[src/rtl/multicycle_control.sv]
// Sequencing/decode controller for the multicycle RV32I core.
// Walks a per-instruction state machine and drives the ALU control,
// operand mux selects, memory handshake and architectural write enables.

package multicycle_control_pkg;

   typedef enum logic [3:0] {
      ALU_ADD,
      ALU_SUB,
      ALU_SLL,
      ALU_SLT,
      ALU_SLTU,
      ALU_XOR,
      ALU_SRL,
      ALU_SRA,
      ALU_OR,
      ALU_AND
   } alu_control_t;

   localparam logic [6:0] OP_R      = 7'b0110011;
   localparam logic [6:0] OP_I      = 7'b0010011;
   localparam logic [6:0] OP_LOAD   = 7'b0000011;
   localparam logic [6:0] OP_STORE  = 7'b0100011;
   localparam logic [6:0] OP_BRANCH = 7'b1100011;
   localparam logic [6:0] OP_JAL    = 7'b1101111;
   localparam logic [6:0] OP_JALR   = 7'b1100111;
   localparam logic [6:0] OP_LUI    = 7'b0110111;
   localparam logic [6:0] OP_AUIPC  = 7'b0010111;

endpackage

module multicycle_control
   import multicycle_control_pkg::*;
#(
   parameter int N = 32
) (
   input  logic         clk,
   input  logic         rst,
   input  logic [N-1:0] instr,
   input  logic         mem_ready,
   input  logic         alu_equal,
   input  logic         alu_result_lsb,
   output alu_control_t alu_control,
   output logic [1:0]   alu_src_a,
   output logic [1:0]   alu_src_b,
   output logic [2:0]   imm_src,
   output logic [1:0]   result_src,
   output logic         adr_src,
   output logic         mem_req,
   output logic         mem_wren,
   output logic         ir_write,
   output logic         pc_write,
   output logic         reg_write,
   output logic         illegal_instr
);

   typedef enum logic [3:0] {
      S_FETCH,
      S_DECODE,
      S_MEMADR,
      S_MEMREAD,
      S_MEMWB,
      S_MEMWRITE,
      S_EXE_R,
      S_EXE_I,
      S_ALUWB,
      S_BRANCH,
      S_JAL,
      S_JALR_ADR,
      S_JALR,
      S_LUI,
      S_AUIPC,
      S_ERROR
   } state_t;

   // Operand mux encodings.
   localparam logic [1:0] A_PC     = 2'b00;
   localparam logic [1:0] A_OLD_PC = 2'b01;
   localparam logic [1:0] A_REG    = 2'b10;
   localparam logic [1:0] A_ZERO   = 2'b11;
   localparam logic [1:0] B_REG    = 2'b00;
   localparam logic [1:0] B_IMM    = 2'b01;
   localparam logic [1:0] B_FOUR   = 2'b10;
   localparam logic [1:0] R_ALUOUT = 2'b00;
   localparam logic [1:0] R_MEM    = 2'b01;
   localparam logic [1:0] R_ALU    = 2'b10;

   state_t     state;
   state_t     state_next;
   logic [6:0] opcode;
   logic [2:0] funct3;
   logic       bit30;
   logic       branch_taken;
   logic       unused_instr_bits;

   assign opcode = instr[6:0];
   assign funct3 = instr[14:12];
   assign bit30  = instr[30];

   // Fields outside opcode/funct3/bit 30 belong to the datapath, not to sequencing.
   assign unused_instr_bits = ^{instr[N-1:31], instr[29:15], instr[11:7]};

   // Branch condition: funct3[2] picks compare-less-than over equality, funct3[0] inverts.
   assign branch_taken = (funct3[2] ? alu_result_lsb : alu_equal) ^ funct3[0];

   // ALU operation for register/immediate arithmetic; SUB only exists for R-type.
   function automatic alu_control_t exe_op(input logic [2:0] f3, input logic b30,
                                           input logic is_r);
      case (f3)
         3'b000:  exe_op = (is_r && b30) ? ALU_SUB : ALU_ADD;
         3'b001:  exe_op = ALU_SLL;
         3'b010:  exe_op = ALU_SLT;
         3'b011:  exe_op = ALU_SLTU;
         3'b100:  exe_op = ALU_XOR;
         3'b101:  exe_op = b30 ? ALU_SRA : ALU_SRL;
         3'b110:  exe_op = ALU_OR;
         default: exe_op = ALU_AND;
      endcase
   endfunction

   // State register: reset lands in FETCH so the first edge after release fetches.
   // NOTE: sequential state uses non-blocking assignments so every flop samples pre-edge values.
   always_ff @(posedge clk or negedge rst) begin
      if (!rst) state <= S_FETCH;
      else      state <= state_next;
   end

   // Next-state logic: per-instruction walk, memory states hold until mem_ready.
   always_comb begin
      state_next = state;
      case (state)
         S_FETCH:    if (mem_ready) state_next = S_DECODE;
         S_DECODE: begin
            case (opcode)
               OP_R:      state_next = S_EXE_R;
               OP_I:      state_next = S_EXE_I;
               OP_LOAD,
               OP_STORE:  state_next = S_MEMADR;
               OP_BRANCH: state_next = (funct3[2:1] == 2'b01) ? S_ERROR : S_BRANCH;
               OP_JAL:    state_next = S_JAL;
               OP_JALR:   state_next = S_JALR_ADR;
               OP_LUI:    state_next = S_LUI;
               OP_AUIPC:  state_next = S_AUIPC;
               default:   state_next = S_ERROR;
            endcase
         end
         S_MEMADR:   state_next = (opcode == OP_STORE) ? S_MEMWRITE : S_MEMREAD;
         S_MEMREAD:  if (mem_ready) state_next = S_MEMWB;
         S_MEMWB:    state_next = S_FETCH;
         S_MEMWRITE: if (mem_ready) state_next = S_FETCH;
         S_EXE_R,
         S_EXE_I:    state_next = S_ALUWB;
         S_ALUWB:    state_next = S_FETCH;
         S_BRANCH:   state_next = S_FETCH;
         S_JAL:      state_next = S_ALUWB;
         S_JALR_ADR: state_next = S_JALR;
         S_JALR:     state_next = S_ALUWB;
         S_LUI,
         S_AUIPC:    state_next = S_ALUWB;
         default:    state_next = S_ERROR;
      endcase
   end

   // Immediate format follows the opcode alone so the datapath can extend it early.
   always_comb begin
      case (opcode)
         OP_STORE:        imm_src = 3'b001;
         OP_BRANCH:       imm_src = 3'b010;
         OP_LUI,
         OP_AUIPC:        imm_src = 3'b011;
         OP_JAL:          imm_src = 3'b100;
         default:         imm_src = 3'b000;
      endcase
   end

   // Output decode per state; writes are squashed while reset is held.
   // NOTE: every output gets a default first so no path through the case can infer a latch.
   always_comb begin
      alu_control   = ALU_ADD;
      alu_src_a     = A_PC;
      alu_src_b     = B_REG;
      result_src    = R_ALUOUT;
      adr_src       = 1'b0;
      mem_req       = 1'b0;
      mem_wren      = 1'b0;
      ir_write      = 1'b0;
      pc_write      = 1'b0;
      reg_write     = 1'b0;
      illegal_instr = 1'b0;
      case (state)
         S_FETCH: begin
            mem_req    = 1'b1;
            alu_src_a  = A_PC;
            alu_src_b  = B_FOUR;
            result_src = R_ALU;
            ir_write   = mem_ready;
            pc_write   = mem_ready;
         end
         S_DECODE: begin
            alu_src_a = A_OLD_PC;
            alu_src_b = B_IMM;
         end
         S_MEMADR, S_JALR_ADR: begin
            alu_src_a = A_REG;
            alu_src_b = B_IMM;
         end
         S_MEMREAD: begin
            adr_src = 1'b1;
            mem_req = 1'b1;
         end
         S_MEMWB: begin
            result_src = R_MEM;
            reg_write  = 1'b1;
         end
         S_MEMWRITE: begin
            adr_src  = 1'b1;
            mem_req  = 1'b1;
            mem_wren = 1'b1;
         end
         S_EXE_R: begin
            alu_src_a   = A_REG;
            alu_src_b   = B_REG;
            alu_control = exe_op(funct3, bit30, 1'b1);
         end
         S_EXE_I: begin
            alu_src_a   = A_REG;
            alu_src_b   = B_IMM;
            alu_control = exe_op(funct3, bit30, 1'b0);
         end
         S_ALUWB: reg_write = 1'b1;
         S_BRANCH: begin
            alu_src_a   = A_REG;
            alu_src_b   = B_REG;
            alu_control = !funct3[2] ? ALU_SUB : (funct3[1] ? ALU_SLTU : ALU_SLT);
            pc_write    = branch_taken;
         end
         S_JAL, S_JALR: begin
            alu_src_a = A_OLD_PC;
            alu_src_b = B_FOUR;
            pc_write  = 1'b1;
         end
         S_LUI: begin
            alu_src_a = A_ZERO;
            alu_src_b = B_IMM;
         end
         S_AUIPC: begin
            alu_src_a = A_OLD_PC;
            alu_src_b = B_IMM;
         end
         default: illegal_instr = 1'b1;
      endcase
      if (!rst) begin
         mem_req       = 1'b0;
         mem_wren      = 1'b0;
         ir_write      = 1'b0;
         pc_write      = 1'b0;
         reg_write     = 1'b0;
         illegal_instr = 1'b0;
      end
   end

endmodule

[config.mk]
export PLATFORM = sky130hd
export DESIGN_NAME = multicycle_control
export DESIGN_NICKNAME = d
export VERILOG_FILES = /design/src/rtl/multicycle_control.sv
export SDC_FILE = /design/constraint.sdc
export NUM_CORES = 1
export LEC_CHECK = 0
export BUFFER_PORTS_ARGS = -buffer_cell sky130_fd_sc_hd__clkbuf_2
export CAP_MARGIN = 20
export CORE_ASPECT_RATIO = 0.6
export CORE_MARGIN = 2
export CORE_UTILIZATION = 37
export DETAILED_ROUTE_END_ITERATION = 10
export GPL_TIMING_DRIVEN = 0
export PLACE_DENSITY_LB_ADDON = 0.12
export SETUP_SLACK_MARGIN = 0.02
export SYNTH_ARGS = -nofsm -noshare
export SYNTH_HDL_FRONTEND = slang
export SYNTH_SLANG_ARGS = --single-unit
[constraint.sdc]
create_clock -name clk -period 1.47 [get_ports clk]
set_input_delay 0.3675 -clock clk [delete_from_list [all_inputs] [get_ports clk]]
set_output_delay 0.3675 -clock clk [all_outputs]
set_load 0.05 [all_outputs]
==> results of run 1 <==
## cells in the mapped netlist
library cell / count
nor2_1: 17
inv_1: 5
a22oi_1: 1
o221ai_1: 1
nand3_1: 3
and3_1: 5
nor3b_1: 2
dfrtp_1: 4
o32ai_1: 1
nand3b_1: 2
o21ai_0: 9
a21oi_1: 11
or3_1: 3
buf_1: 2
a2111o_1: 1
buf_2: 3
xnor2_1: 3
mux2i_1: 1
and2_1: 1
nor4_1: 3
o21ai_1: 3
nand4_1: 1
a31oi_1: 1
nand2b_1: 4
o31ai_1: 5
clkbuf_1: 6
and3b_2: 1
xor2_1: 1
a2bb2oi_1: 1
nand2b_4: 1
a211o_1: 1
o311ai_1: 1
or2_1: 1
or4b_1: 1
nor3_1: 8
nor2b_1: 4
a32o_1: 1
nand2_1: 16
o211ai_1: 2
a211oi_1: 1
## stage by stage
step / std cells / hold slack, ps / area [um^2] / utilization / TNS [ps]
2_1_floorplan: 138 / 71.9 / 1130 / - / -3900
3_3_place_gp: 199 / 221 / 1320 / 0.612 / -6650
3_5_place_dp: 199 / 221 / 1320 / 0.612 / -7120
4_1_cts: 221 / 568 / 1960 / 0.905 / -8190
## kinds of logic after synthesis
kind of cell    count (synthesis)  share of synthesized area
simple gates                   73                      0.451
compound gates                 40                      0.301
buf+inv                        16                     0.0757
xor+xnor                        4                     0.0416
flops                           4                      0.119
mux                             1                     0.0119
## what timing repair did
action                     in CTS
gates resized for setup        88
pin swaps                      12
hold endpoints to repair        4
hold buffers                    1
setup buffers                  17
setup endpoints to repair      23
cloned                          1
==> results.toml, run 1 <==
[timing]
worst_endpoint_kind = "primary output"
worst_endpoint = "pc_write"

[status]
stop_stage = "global routing"
status = "did not finish"
tool.error = "[ERROR DPL-0038] Utilization greater than 100%, impossible to legalize"

[grt]
grt_start_max_net_pins = 11

[cts]
cts_buffers = 3
cts-root-buf = "clkbuf_8"
cts_sinks = 4
clk_path_buf_depth = 2
cts.htree.levels = 1

[placed_design]
io_buffers = 31
dp_hpwl_um = 2220
gp_congestion = 0.852
pre_cts_slack_ps = -584

[synthesis]
yosysSeqAreaShare = 0.119
avgSynthCellArea_um2 = 6.11
ys_types = 40
yosys_warnings = 0
synth.net_count = 175
synth_top_area_share = 0.119
synth_area_leader_cell = "dfrtp_1"
synth_area_um2 = 843
synth_seq_cells = 4
synth.area.top_cells = "dfrtp_1, nor2_1, nand2_1"
postSynthCellCount = 138

[die]
die_h_um = 41.0
io-pin-count = 57
die_w_um = 65.6
initial_core_util = 0.390
rows = 13
==> run 2: changes to the inputs <==
- CORE_AREA: default -> 2 2 63 65
- CORE_ASPECT_RATIO: 0.6 -> default
- CORE_MARGIN: 2 -> default
- CORE_UTILIZATION: 37 -> default
- DIE_AREA: default -> 0 0 65 67
- PLACE_DENSITY_LB_ADDON: 0.12 -> 0.15
- SETUP_SLACK_MARGIN: 0.02 -> default
- clock period: 1.47 -> 1.9 ns (I/O delays scaled with it)
==> results.toml, run 2 <==
[status]
status = "complete, but fails checks"
violations = "negative setup slack"

[worst_hold_path]
hold_class = "in -> async"

[setup_path]
critPathLaunchType = "register"
critical_path.max_stage_delay_ps = 470
cp-end-kind = "output port"
critPathMaxFanout = 6
crit_type = "reg -> out"
crit_family = "simple AND/OR/NAND/NOR gates"
crit_chain = "nand2b_4, or2_4, o32ai_4, buf_8"
crit_slowest_cell = "dfrtp_2"
reg2reg_slack_ps = 220
cp.arrival_ps = 1590
critPathBufInv = 1
required_ps = 1420

[detailed_routing]
ant_nets = 0
drt-initial-drc-count = 36
wl_per_cell_um = 13.7
routed_wl_um = 3310
via_per_inst = 5.29
num_vias = 1274
drt_pass1_iterations = 4
drc_errors = 0

[cts]
cts_sinks = 4
cts.htree.levels = 1
cts_buffers = 3
clk_path_buf_depth = 2
path_clk_slew_ps = 30
cts_tree = "built"
clk_latency_ps = 210
cts-root-buf = "clkbuf_8"

[placed_design]
io_buffers = 31
dp_hpwl_um = 2260
dp_cells = 217
gp_congestion = 0.789
place_area_um2 = 1210

[synthesis]
yosys_warnings = 0
postSynthCellCount = 138
synth_top_flop_cell = "dfrtp_1"
synth_area_um2 = 843
synth.area.top_cells = "dfrtp_1, nor2_1, nand2_1"
synthArstFlopShare = 1.00
ys_top_cells_by_count = "nor2_1, nand2_1, a21oi_1"
synth_area_leader_cell = "dfrtp_1"
avgSynthCellArea_um2 = 6.11
synth_edf_count = 0
synth.net_count = 175
yosysSeqAreaShare = 0.119
synth_seq_cells = 4
synth_top_area_share = 0.119
ys_types = 40
yosysMostFrequentCell = "nor2_1"

[cells_and_area]
antenna_cells = 0
top_register = "state"
final_cells = 241
layout_commonest_cell = "buf_4"
final_cell_area_um2 = 1750
drive_above_1_share = 0.580
top_regs = "state x4"
area_growth_pct = 108
final_nets = 232
final_cell_mix = "buf_4, nand2_1, clkbuf_2"
largest_register_ffs = 4

[grt]
grt.overflow.total = 0
track_usage = 0.155
grtUsageMet2 = 0.265
use_met3 = 0.0236
first_global_vias = 1191
grt_pass1_wl_um = 5420
grt_start_max_net_pins = 11
antenna_found_initial = 0
top_usage_layer = "met2"
use_met1 = 0.197

[pwr]
leakage_nw = 0.712
total_power_w = 0.00304
ir_worst_vdd_uv = 390
p_per_area_nw_per_um2 = 1730

[die]
die_h_um = 67
rows = 22
die_w_um = 65
io-pin-count = 57
dieArea_um2 = 4360
initial_core_util = 0.234
core_um2 = 3610

[timing]
rsz0062_at_grt = "yes"
setup_tns_ps = -1150
tightest_slew_ps = 390
finalWorstSetupSlack_ps = -167
finalCritPeriodShare = 1.09
hold_violations = 0
max_slew_margin = 0.738
setup_viol = 12
period_needed_ps = 2070
clock_skew_ps = 0.714
max_freq_mhz = 484
drv_slew = 0

[job]
cap_violations = 0
-- run 2: cell counts after synthesis --
Identical to the previous run, type by type.
-- run 2: final timing paths --
check                                      from                   end  cells past startpoint
max reg2reg                state[2]$_DFFE_PN0P_  state[1]$_DFFE_PN0P_                      7
min in group clk                      mem_ready  state[1]$_DFFE_PN0P_                      3
min reg2reg                state[1]$_DFFE_PN0P_  state[2]$_DFFE_PN0P_                      3
min                                         rst  state[0]$_DFFE_PN0P_                      1
max                        state[3]$_DFFE_PN0P_        alu_control[1]                      4
max in group asynchronous                   rst  state[3]$_DFFE_PN0P_                      1
-- run 2: cell type report --
type	instances	area [um^2]
fill	360	1850
multi-input combinational	118	923
buffer	10	98.8
timing repair buffer	53	502
tap	48	60.1
clock buffer	3	41.3
sequential	4	103
inverter	5	26.3
-- run 2: cells by family (layout without fill, tap and decap cells) --
group | Yosys count | count (layout) | synth area share
AO/OA/AOI/OAI | 40 | 40 | 0.301
AND/OR/NAND/NOR | 73 | 73 | 0.451
flip-flops | 4 | 4 | 0.119
XOR/XNOR | 4 | 4 | 0.0416
multiplexers | 1 | 1 | 0.0119
buffers and inverters | 16 | 71 | 0.0757
-- run 2: routing by layer --
layer	wire [um]	up-vias
met5	0	-
met4	78	0
met3	179	10
met2	1590	54
met1	1460	595
li1	-	615
-- run 2: per-stage QoR --
stage | utilization | worst slack, ps | hold WS, ps
global placement | 0.336 | -298 | 321
CTS | 0.451 | -190 | 101
floorplan | - | -331 | 179
global route | 0.486 | -214 | 106
finish | 0.486 | -167 | 108
detailed placement | 0.336 | -310 | 325
-- run 2: what timing repair did --
action,4_1_cts,5_1_grt
hold buffers,0,0
pin swaps,5,10
resized for setup,65,39
gates cloned,0,0
setup endpoints to repair,17,20
setup buffers,16,6
-- run 2: worst register-to-register path, delay by kind of cell, from the launching register on --
family / cells / cell delay (ps)
AOI/OAI and AO/OA: 2 / 270
buffers and inverters: 3 / 410
and+or+nand+nor: 2 / 440
DFF: 1 / 480
-- run 2: power by group --
group	internal [W]	switching, W
logic	0.00120	0.00147
clock network	0.000135	0.0000393
registers	0.000132	0.0000694
(Power assumes the default switching activity.)
